`config.mk`:
```
export PLATFORM = sky130hd
export DESIGN_NAME = uart_tx
export DESIGN_NICKNAME = d
export VERILOG_FILES = /design/src/rtl/uart_tx.sv
export SDC_FILE = /design/constraint.sdc
export NUM_CORES = 1
export LEC_CHECK = 0
export BUFFER_PORTS_ARGS = -buffer_cell sky130_fd_sc_hd__buf_2
export CAP_MARGIN = 20
export CELL_PAD_IN_SITES_DETAIL_PLACEMENT = 0
export CELL_PAD_IN_SITES_GLOBAL_PLACEMENT = 1
export CORE_MARGIN = 2
export CORE_UTILIZATION = 35
export DETAILED_ROUTE_END_ITERATION = 10
export PLACE_DENSITY_LB_ADDON = 0.1
export RECOVER_POWER = 50
export SETUP_SLACK_MARGIN = 0.4
export SLEW_MARGIN = 20
export SYNTH_ARGS = -nofsm -noshare
export SYNTH_HDL_FRONTEND = slang
export SYNTH_SLANG_ARGS = --single-unit
export TNS_END_PERCENT = 5
```
`constraint.sdc`:
```
create_clock -name clk -period 2 [get_ports clk]
set_input_delay 0.2 -clock clk [delete_from_list [all_inputs] [get_ports clk]]
set_output_delay 0.2 -clock clk [all_outputs]
set_load 0.02 [all_outputs]
```
`src/rtl/uart_tx.sv`:
```
// uart_tx: serialises DATA_BITS-wide words as start, data MSB-first, optional parity, stop bit(s).
// Latency: a frame starts on the first baud tick after the word lands in the holding register.
// Backpressure: din_rdy is low while the one-entry holding register is full; din_vld is ignored then.
//
// Ports:
//   clk, rst       system clock (posedge) and asynchronous active-low reset
//   bclk           baud clock level; a rising edge seen in the clk domain is one bit tick
//   din/din_vld    word to send and its valid; taken when din_vld && din_rdy
//   din_rdy        holding register empty
//   tx             registered serial line, idle high
//   tx_busy        frame in progress
//   tx_done        one-clk pulse on the tick that ends the last stop bit
module uart_tx #(
  parameter int DATA_BITS = 8,
  parameter int PARITY    = 0,
  parameter int STOP_BITS = 1
) (
  input  logic                 clk,
  input  logic                 rst,
  input  logic                 bclk,
  input  logic [DATA_BITS-1:0] din,
  input  logic                 din_vld,
  output logic                 din_rdy,
  output logic                 tx,
  output logic                 tx_busy,
  output logic                 tx_done
);

  localparam logic [2:0] IDLE  = 3'd0;
  localparam logic [2:0] START = 3'd1;
  localparam logic [2:0] DATA  = 3'd2;
  localparam logic [2:0] PAR   = 3'd3;
  localparam logic [2:0] STOP  = 3'd4;

  localparam logic [3:0] LAST_DATA = 4'(DATA_BITS);
  localparam logic       LAST_STOP = 1'(STOP_BITS - 1);

  logic [2:0]           state;
  logic                 bclk_q;
  logic [DATA_BITS-1:0] holding;
  logic [DATA_BITS-1:0] shifter;
  logic                 par_bit;
  logic [3:0]           bit_cnt;
  logic                 stop_cnt;

  logic tick;
  logic frame_end;
  logic load;
  logic take;

  assign tick      = bclk & ~bclk_q;
  assign frame_end = tick && (state == STOP) && (stop_cnt == LAST_STOP);
  // Load decisions use the pre-edge holding flag, so a word accepted on a
  // tick edge waits for the next tick.
  assign load      = !din_rdy && ((tick && (state == IDLE)) || frame_end);
  assign take      = din_vld && din_rdy;
  assign tx_busy   = (state != IDLE);

  always_ff @(posedge clk or negedge rst) begin
    if (!rst) begin
      state    <= IDLE;
      bclk_q   <= 1'b0;
      holding  <= '0;
      shifter  <= '0;
      par_bit  <= 1'b0;
      bit_cnt  <= 4'd0;
      stop_cnt <= 1'b0;
      din_rdy  <= 1'b1;
      tx       <= 1'b1;
      tx_done  <= 1'b0;
    end else begin
      bclk_q  <= bclk;
      tx_done <= frame_end;

      if (take) begin
        holding <= din;
      end

      // A refill on the same edge as a load keeps the holding register full.
      if (take) begin
        din_rdy <= 1'b0;
      end else if (load) begin
        din_rdy <= 1'b1;
      end

      if (load) begin
        // Entered from IDLE or straight from the final stop bit (no idle gap).
        tx      <= 1'b0;
        shifter <= holding;
        par_bit <= (PARITY == 2) ? ~^holding : ^holding;
        state   <= START;
      end else if (tick) begin
        case (state)
          START: begin
            tx      <= shifter[DATA_BITS-1];
            shifter <= shifter << 1;
            bit_cnt <= 4'd1;
            state   <= DATA;
          end
          DATA: begin
            if (bit_cnt < LAST_DATA) begin
              tx      <= shifter[DATA_BITS-1];
              shifter <= shifter << 1;
              bit_cnt <= bit_cnt + 4'd1;
            end else if (PARITY != 0) begin
              tx    <= par_bit;
              state <= PAR;
            end else begin
              tx       <= 1'b1;
              stop_cnt <= 1'b0;
              state    <= STOP;
            end
          end
          PAR: begin
            tx       <= 1'b1;
            stop_cnt <= 1'b0;
            state    <= STOP;
          end
          STOP: begin
            if (stop_cnt == LAST_STOP) begin
              state <= IDLE;
            end else begin
              stop_cnt <= stop_cnt + 1'b1;
            end
          end
          IDLE: begin
            // Nothing queued: line stays high.
          end
          default: begin
            state <= IDLE;
          end
        endcase
      end
    end
  end

endmodule

```
# Word-level counts from Yosys, hierarchy flattened
# Cells that the tools add are included.
# Widths: inputs -> output; s select.
[op_classes]
addsub = 2
magnitude_cmp = 1
n_eq_ne = 10
muxes = 20
bitwise = 4
n_reduce_logical = 20
[ops]
columns = ["operator", "n"]
rows = [
  ["$mux 8", 3],
  ["$pmux 8 s2", 1],
  ["$pmux 3 s5", 1],
  ["$mux 3", 4],
  ["$reduce_and 4->1", 3],
  ["$ne 3x3->1 const B", 3],
  ["$reduce_bool 3->1", 3],
  ["$pmux 4 s2", 1],
  ["$mux 1", 7],
  ["$eq 3x2->1 const B", 2],
  ["$ne 2x2->1 const B", 3],
  ["$pmux 1 s3", 2],
  ["$reduce_bool 2->1", 3],
  ["$logic_and 1x1->1", 5],
  ["$add 4x1->4 const B", 1],
  ["$lt 4x4->1 const B", 1],
  ["$mux 4", 1],
  ["$reduce_bool 4->1", 1],
  ["$eq 3x1->1 const B", 1],
  ["$eq 3x3->1 const B", 1],
  ["$logic_not 3->1", 1],
  ["$not 1->1", 3],
  ["$reduce_and 3->1", 1],
  ["$reduce_and 2->1", 1],
  ["4 further kinds", 4],
]
[word_totals]
ff_bits = 28
output_inout_bits = 4
elab_cells = 66

# Longest topological paths before layout
# Gate-level depths: netlist of run 1.
[depth]
word_depth = 8
mapped_depth = 4

# Least setup slack after synthesis of run 1
# OpenSTA, ideal clock, no wires.
[synth_path]
kind = "flip-flop to flip-flop"
start = "reg state[2]"
end = "reg bit_cnt[0]"
arrival_time_ps = 1433
path_slack_ps = 442
path_stages_with_launch = 5
n_path_buf = 1
synth_period_minus_slack_ps = 1558
path_cell_list = "dfrtp_1 buf_6 or3b_4 a21oi_4 mux2_4"
[synth_between]
elab_chain_len = 7
word_cells_on_any_way = 14
[synth_lines]
columns = ["element", "line_no", "text"]
rows = [
  ["start: declaration", "38", "logic [2:0] state;"],
  ["start signal: assignment", "61", "state <= IDLE;"],
  ["start signal: assignment", "91", "state <= START;"],
  ["start signal: assignment", "98", "state <= DATA;"],
  ["$eq 3x3->1", "52", "assign frame_end = tick && (state == STOP) && (stop_cnt == LAST_STOP);"],
  ["$logic_and 1x1->1 (2 in a row)", "52", ""],
  ["$logic_or 1x1->1", "55", "assign load = !din_rdy && ((tick && (state == IDLE)) || frame_end);"],
  ["$logic_and 1x1->1", "55", ""],
  ["$not 1->1 (no source line)", "n/a", ""],
  ["$reduce_and 4->1 (no source line)", "n/a", ""],
  ["end signal: assignment", "104", "bit_cnt <= bit_cnt + 4'd1;"],
  ["end: declaration", "43", "logic [3:0] bit_cnt;"],
]
# Several ways; a longest one is shown, not always the timed one.
# A chain may end at the register's enable or synchronous reset.

# Final worst setup path of run 1
[layout_path]
start = "reg state[1]"
end = "reg shifter[2]"
[layout_between]
elab_chain_len = 7
word_cells_on_any_way = 16
[layout_lines]
columns = ["element", "line_no", "text"]
rows = [
  ["$eq 3x3->1", "52", ""],
  ["$logic_and 1x1->1 (2 in a row)", "52", ""],
  ["$logic_or 1x1->1", "55", ""],
  ["$logic_and 1x1->1", "55", ""],
  ["$ne 3x3->1 (no source line), or another cell as far along", "n/a", ""],
  ["$reduce_and 3->1 (no source line)", "n/a", ""],
  ["end signal: assignment", "89", "shifter <= holding;"],
  ["end signal: assignment", "96", "shifter <= shifter << 1;"],
  ["end signal: assignment", "103", "shifter <= shifter << 1;"],
  ["end: declaration", "41", "logic [DATA_BITS-1:0] shifter;"],
]
# Several ways; a longest one is shown, not always the timed one. The select of a mux whose other input is x is not followed.

==> impl_metrics.tcl, run 1 <==
set metrics [dict create \
    outcome "finished clean" \
    fin_ws_ns 0.429 \
    cp_top_family "flip-flops" \
    clkSinkCount 27 \
    synth_ff_type "dfrtp_1" \
    worst_slew_pin_slew_ns 0.613 \
    cts.path.max_buffers 2 \
    p_sw_share_pct 36.7 \
    finalClockSkew_ns 0.00237 \
    worstPathCellList "or3b_4, a21oi_4, buf_4, o211ai_1" \
    place_hpwl_um 1910 \
    p_clk_share_pct 14.3 \
    cp_slowest_cell "dfrtp_2" \
    coreArea_mm2 0.00366 \
    pin_count 16 \
    cap_violations 0 \
    seqPwrFrac_pct 46.0 \
    cts_buffers 3 \
    hold_ws_ns 0.0803 \
    crit_path_end_kind "flip-flop" \
    wl_um 2720 \
    async_reset_ff_share_pct 100 \
    worstSetupPathType "reg -> reg" \
    synth_area_leader_cell "dfrtp_1" \
    path_clk_slew_ns 0.09 \
    p_leak_nw 0.636 \
    cp.required_ns 2.15 \
    synthCells 115 \
    place.gp.congestion 0.698 \
    grt_pass1_wl_um 4690 \
    start_util_pct 36.3 \
    finalCritPeriodShare_pct 78.5 \
    synthTopCellsByArea "dfrtp_1, o211ai_1, mux2_2" \
    crit_path_start_kind "flip-flop" \
    die_x_um 65.6 \
    synth_seq_cells 27 \
    hp-class "in -> reg" \
    yosysWarnings 0 \
    grt-ovfl-total 0 \
    grt_max_degree 28 \
    dr.pass1.iters 4 \
    drc 0 \
    cts_root_buf "clkbuf_8" \
    path_max_fanout 13 \
    timing.critical_path.arrival_ns 1.72 \
    intPower_mw 1.37 \
    crit_buf_inv 1 \
    layout.nets 150 \
    grt.total_usage_pct 14.3 \
    yosysUniqueCellTypes 39 \
    dp.cells 179 \
    max_stage_delay_ns 0.51 \
    netSwitchingPower_mw 0.796 \
    synth.avg_cell_area_um2 11.5 \
    hold_viol 0 \
    ant_nets 0 \
    clk-insertion-delay-late_ns 0.27 \
    synth_common_cells "dfrtp_1, o211ai_1, o21ai_0, nand3_1, mux2_2" \
    power_density_mw_per_mm2 1400 \
    syn2layout_area_growth_pct 16.7 \
    htree_num_levels 1 \
    synth.cell_area_mm2 0.00133 \
    dpl-instance-area_mm2 0.00148 \
    antenna_found_initial 0 \
    num_rows 22 \
    seq_area_frac_synth_pct 51.1 \
    finalSetupTns_ns 0 \
    synth_edf_count 0 \
    finalSetupViolations 0 \
    vdd_drop_max_uv 391 \
    drive_above_1_share_pct 33.8 \
    antenna_cells 0 \
    drt_iter0_markers 66 \
    pre_cts_ws_ns 0.285 \
    slew_headroom_pct 59.1 \
    dieArea_mm2 0.00430 \
    cts_tree "yes" \
    via_count 994 \
    routedWlPerCell_um 14.8 \
    fmax_mhz 637 \
    layout_min_cycle_time_ns 1.57 \
    final_cells 184 \
    pwr-share-comb_pct 39.7 \
    slew_violations 0 \
    synth_most_common_cell "dfrtp_1" \
    io_buffers 15 \
    synth_top_area_share_pct 47.1 \
    synth_nets 128 \
    stdcell_area_mm2 0.00155 \
    die_h_um 65.6 \
    rsz0062_at_grt "yes" \
    vias_per_cell 5.40 \
    total_power_mw 2.17 \
    grt_pass1_vias 983 \
    utilization_pct 42.3 \
    cts_setup_buffers 0 \
]
-- routing by layer --
| metal | global-route usage (%) | share of wire, % | up-vias |
|---|---|---|---|
| li1 | - | - | 476 |
| met5 | 0 | 0 | - |
| met4 | 5.47 | 1.5 | 0 |
| met1 | 19.0 | 46 | 488 |
| met2 | 23.2 | 49 | 25 |
| met3 | 2.57 | 3.8 | 5 |
-- worst paths after layout --
kind                                         from                      to  slack (ns)  depth (start not counted)
setup / recovery             state[1]$_DFFE_PN0P_  shifter[2]$_DFFE_PN0P_        0.43                          4
hold / removal                            din_vld     din_rdy$_DFFE_PN1P_        0.08                          2
setup reg to reg             state[1]$_DFFE_PN0P_  shifter[2]$_DFFE_PN0P_        0.43                          4
hold reg to reg            holding[0]$_DFFE_PN0P_  shifter[0]$_DFFE_PN0P_        0.50                          1
max in group asynchronous                     rst    state[1]$_DFFE_PN0P_        1.10                          2
min in group asynchronous                     rst       tx_done$_DFF_PN0_        0.46                          2
-- layout make-up --
class                           instances  area, um^2
Fill cell                             375        2110
Sequential cell                        27         679
Multi-Input combinational cell         79         618
Timing Repair Buffer                   23         135
Tap cell                               48        60.1
Clock buffer                            4        45.0
Inverter                                3        11.3
-- power by group through the flow --
stage | Clock (mW) | Sequential [mW] | Combinational (mW)
floorplan | 0 | 0.914 | 0.671
global route | 0.345 | 1.04 | 0.963
detailed placement | 0 | 1.00 | 0.836
global placement | 0 | 0.995 | 0.818
finish | 0.310 | 0.999 | 0.861
CTS | 0.325 | 0.995 | 0.855
-- placed cells by master (no fill, tap or decap), drive strengths merged --
master	instances
a211oi	1
a21o	1
a21oi	1
a221o	1
and2	1
buf	20
clkbuf	6
dfrtp	25
dfstp	2
dlygate4sd3	1
ha	1
inv	3
mux2	9
mux2i	1
nand2	7
nand2b	2
nand3	9
nand3b	1
nor2	1
nor2b	1
nor3b	4
nor4b	1
o211ai	15
o21a	2
o21ai	11
o21bai	1
o221ai	1
o22a	1
o2bb2ai	2
or3	1
or3b	2
or4b	1
-- cells by family (layout without fill, tap and decap cells) --
logic type      Yosys count  in the layout  share of synthesized area [%]
simple gates             31             31                           15.6
fa+ha+maj                 1              1                          0.942
compound gates           37             37                           20.2
flops                    27             27                           51.1
buf+inv                   9             30                           3.49
mux                      10             10                           8.67
-- flip-flops by register name (all words and copies together), names as in the netlist --
| register | count |
|---|---|
| bclk_q | 1 |
| holding | 8 |
| state | 3 |
| tx | 1 |
| bit_cnt | 4 |
| shifter | 8 |
| tx_done | 1 |
| din_rdy | 1 |
-- repair_timing --
item,in CTS,in global routing
resized for setup,3,2
setup endpoints to repair,12,9
hold endpoints to repair,25,0
hold buffers,1,0
Note: power is estimated with default switching activity, not from simulation.
==> run 2: changes to the inputs <==
- clock period: 2 -> 1.6 ns (I/O delays scaled with it)
==> impl_metrics.tcl, run 2 (synthesized netlist as in run 1, its figures left out) <==
set metrics [dict create \
    p_sw_share_pct 35.9 \
    coreArea_mm2 0.00366 \
    holdPathStages 2 \
    antenna_cells 0 \
    wl_um 2750 \
    worstSetupPathType "reg -> reg" \
    clkSinkCount 27 \
    routedWlPerCell_um 14.2 \
    dieArea_mm2 0.00430 \
    p_clk_share_pct 13.2 \
    fmax_mhz 661 \
    antenna_found_initial 0 \
    hold_viol 0 \
    dp.cells 183 \
    worst_slew_pin_slew_ns 0.672 \
    crit_path_start_kind "flip-flop" \
    rsz0062_at_grt "yes" \
    syn2layout_area_growth_pct 24.4 \
    ff2ff_setup_slack_ns 0.09 \
    clk-insertion-delay-late_ns 0.27 \
    finalClockSkew_ns 0.00426 \
    seqPwrFrac_pct 40.6 \
    timing.critical_path.arrival_ns 1.67 \
    reg2reg_to "bit_cnt[0]$_DFFE_PN0P_" \
    via_count 995 \
    final_common_cell "dfrtp_1" \
    num_rows 22 \
    path_max_fanout 4 \
    place_hpwl_um 1980 \
    drt_iter0_markers 60 \
    cts_root_buf "clkbuf_8" \
    pin_count 16 \
    grt_pass1_vias 977 \
    rr_worst_depth 3 \
    ant_nets 0 \
    layout.nets 159 \
    intPower_mw 1.87 \
    grt_pass1_wl_um 4690 \
    crit_path_end_kind "flip-flop" \
    start_util_pct 36.3 \
    dr.pass1.iters 4 \
    htree_num_levels 1 \
    layout_min_cycle_time_ns 1.51 \
    cts_buffers 3 \
    vias_per_cell 5.16 \
    finalSetupViolations 0 \
    drive_above_1_share_pct 40.0 \
    cap_violations 0 \
    p_leak_nw 0.697 \
    vdd_drop_max_uv 593 \
    utilization_pct 45.1 \
    place.gp.congestion 0.738 \
    cts_tree "yes" \
    path_clk_slew_ns 0.09 \
    grt-ovfl-total 0 \
    grt.total_usage_pct 14.2 \
    min_from "din_vld" \
    grt_max_degree 28 \
    finalCritPeriodShare_pct 94.5 \
    timing.rr.start "bit_cnt[3]$_DFFE_PN0P_" \
    total_power_mw 2.92 \
    io_buffers 15 \
    outcome "finished clean" \
    slew_headroom_pct 55.2 \
    final_cell_mix "dfrtp_1, o211ai_1, buf_4, buf_2" \
    top_regs "holding x8, shifter x8, bit_cnt x4" \
    drc 0 \
    final_cells 193 \
    die_x_um 65.6 \
    finalSetupTns_ns 0 \
    cp.required_ns 1.76 \
    cts.path.max_buffers 2 \
    hp-class "in -> reg" \
    power_density_mw_per_mm2 1770 \
    hold-path-endpoint "din_rdy$_DFFE_PN1P_" \
    pwr-share-comb_pct 46.2 \
    slew_violations 0 \
    fill_cells 364 \
    netSwitchingPower_mw 1.05 \
    die_h_um 65.6 \
]
-- run 2: worst max-delay path by stage --
stage | from | end | slack (ns) | cells after the start
after floorplan | state[2]$_DFFE_PN0P_ | bit_cnt[0]$_DFFE_PN0P_ | 0.06 | 4
after global placement | state[0]$_DFFE_PN0P_ | bit_cnt[3]$_DFFE_PN0P_ | 0.07 | 4
after detailed placement | state[0]$_DFFE_PN0P_ | bit_cnt[3]$_DFFE_PN0P_ | 0.02 | 4
after CTS | state[0]$_DFFE_PN0P_ | tx_busy | 0.10 | 3
after global routing | bit_cnt[3]$_DFFE_PN0P_ | bit_cnt[0]$_DFFE_PN0P_ | 0.05 | 3
final | bit_cnt[3]$_DFFE_PN0P_ | bit_cnt[0]$_DFFE_PN0P_ | 0.09 | 3
-- run 2: final cells by class --
class	instances	area [um^2]	share of cell area, %
multi-input combinational	79	631	38.2
inverter	3	11.3	0.682
clock buffer	3	41.3	2.50
clock inverter	1	5.00	0.303
tap	48	60.1	3.64
timing repair buffer	32	224	13.6
sequential	27	679	41.1
-- run 2: power by group through the flow --
stage	registers (mW)	logic, mW	clock network (mW)
floorplan	1.14	0.838	0
global placement	1.18	1.15	0
detailed placement	1.18	1.16	0
CTS	1.18	1.28	0.404
global route	1.23	1.48	0.426
finish	1.19	1.35	0.386
-- run 2: what timing repair did --
action | CTS | global route
setup endpoints to repair | 26 | 27
pin swaps | 0 | 6
cloned | 0 | 0
buffers inserted | 1 | 4
hold buffers | 1 | 0
hold endpoints to repair | 25 | 0
resized for setup | 10 | 4
-- run 2: critical path: stages, from the launching register on --
cell,delay [ns]
dfrtp_1,0.43
or3b_4,0.45
a21oi_4,0.21
mux2_4,0.31
-- run 2: stage by stage --
step           setup WS [ns]  instance area (um^2)  hold slack, ns
2_1_floorplan         0.0633                  1330          -0.136
3_3_place_gp          0.0725                  1510           0.211
3_5_place_dp          0.0224                  1510           0.210
4_1_cts                0.102                  1610          0.0185
5_1_grt               0.0522                  1650          0.0207
6_report              0.0879                  1650          0.0246
-- run 2: metal layers --
metal / wire (um) / up-vias / GRT usage, %
li1: - / 491 / -
met2: 1350 / 11 / 22.2
met4: 22 / 0 / 5.47
met5: 0 / - / 0
met3: 68 / 2 / 2.74
met1: 1310 / 491 / 19.4
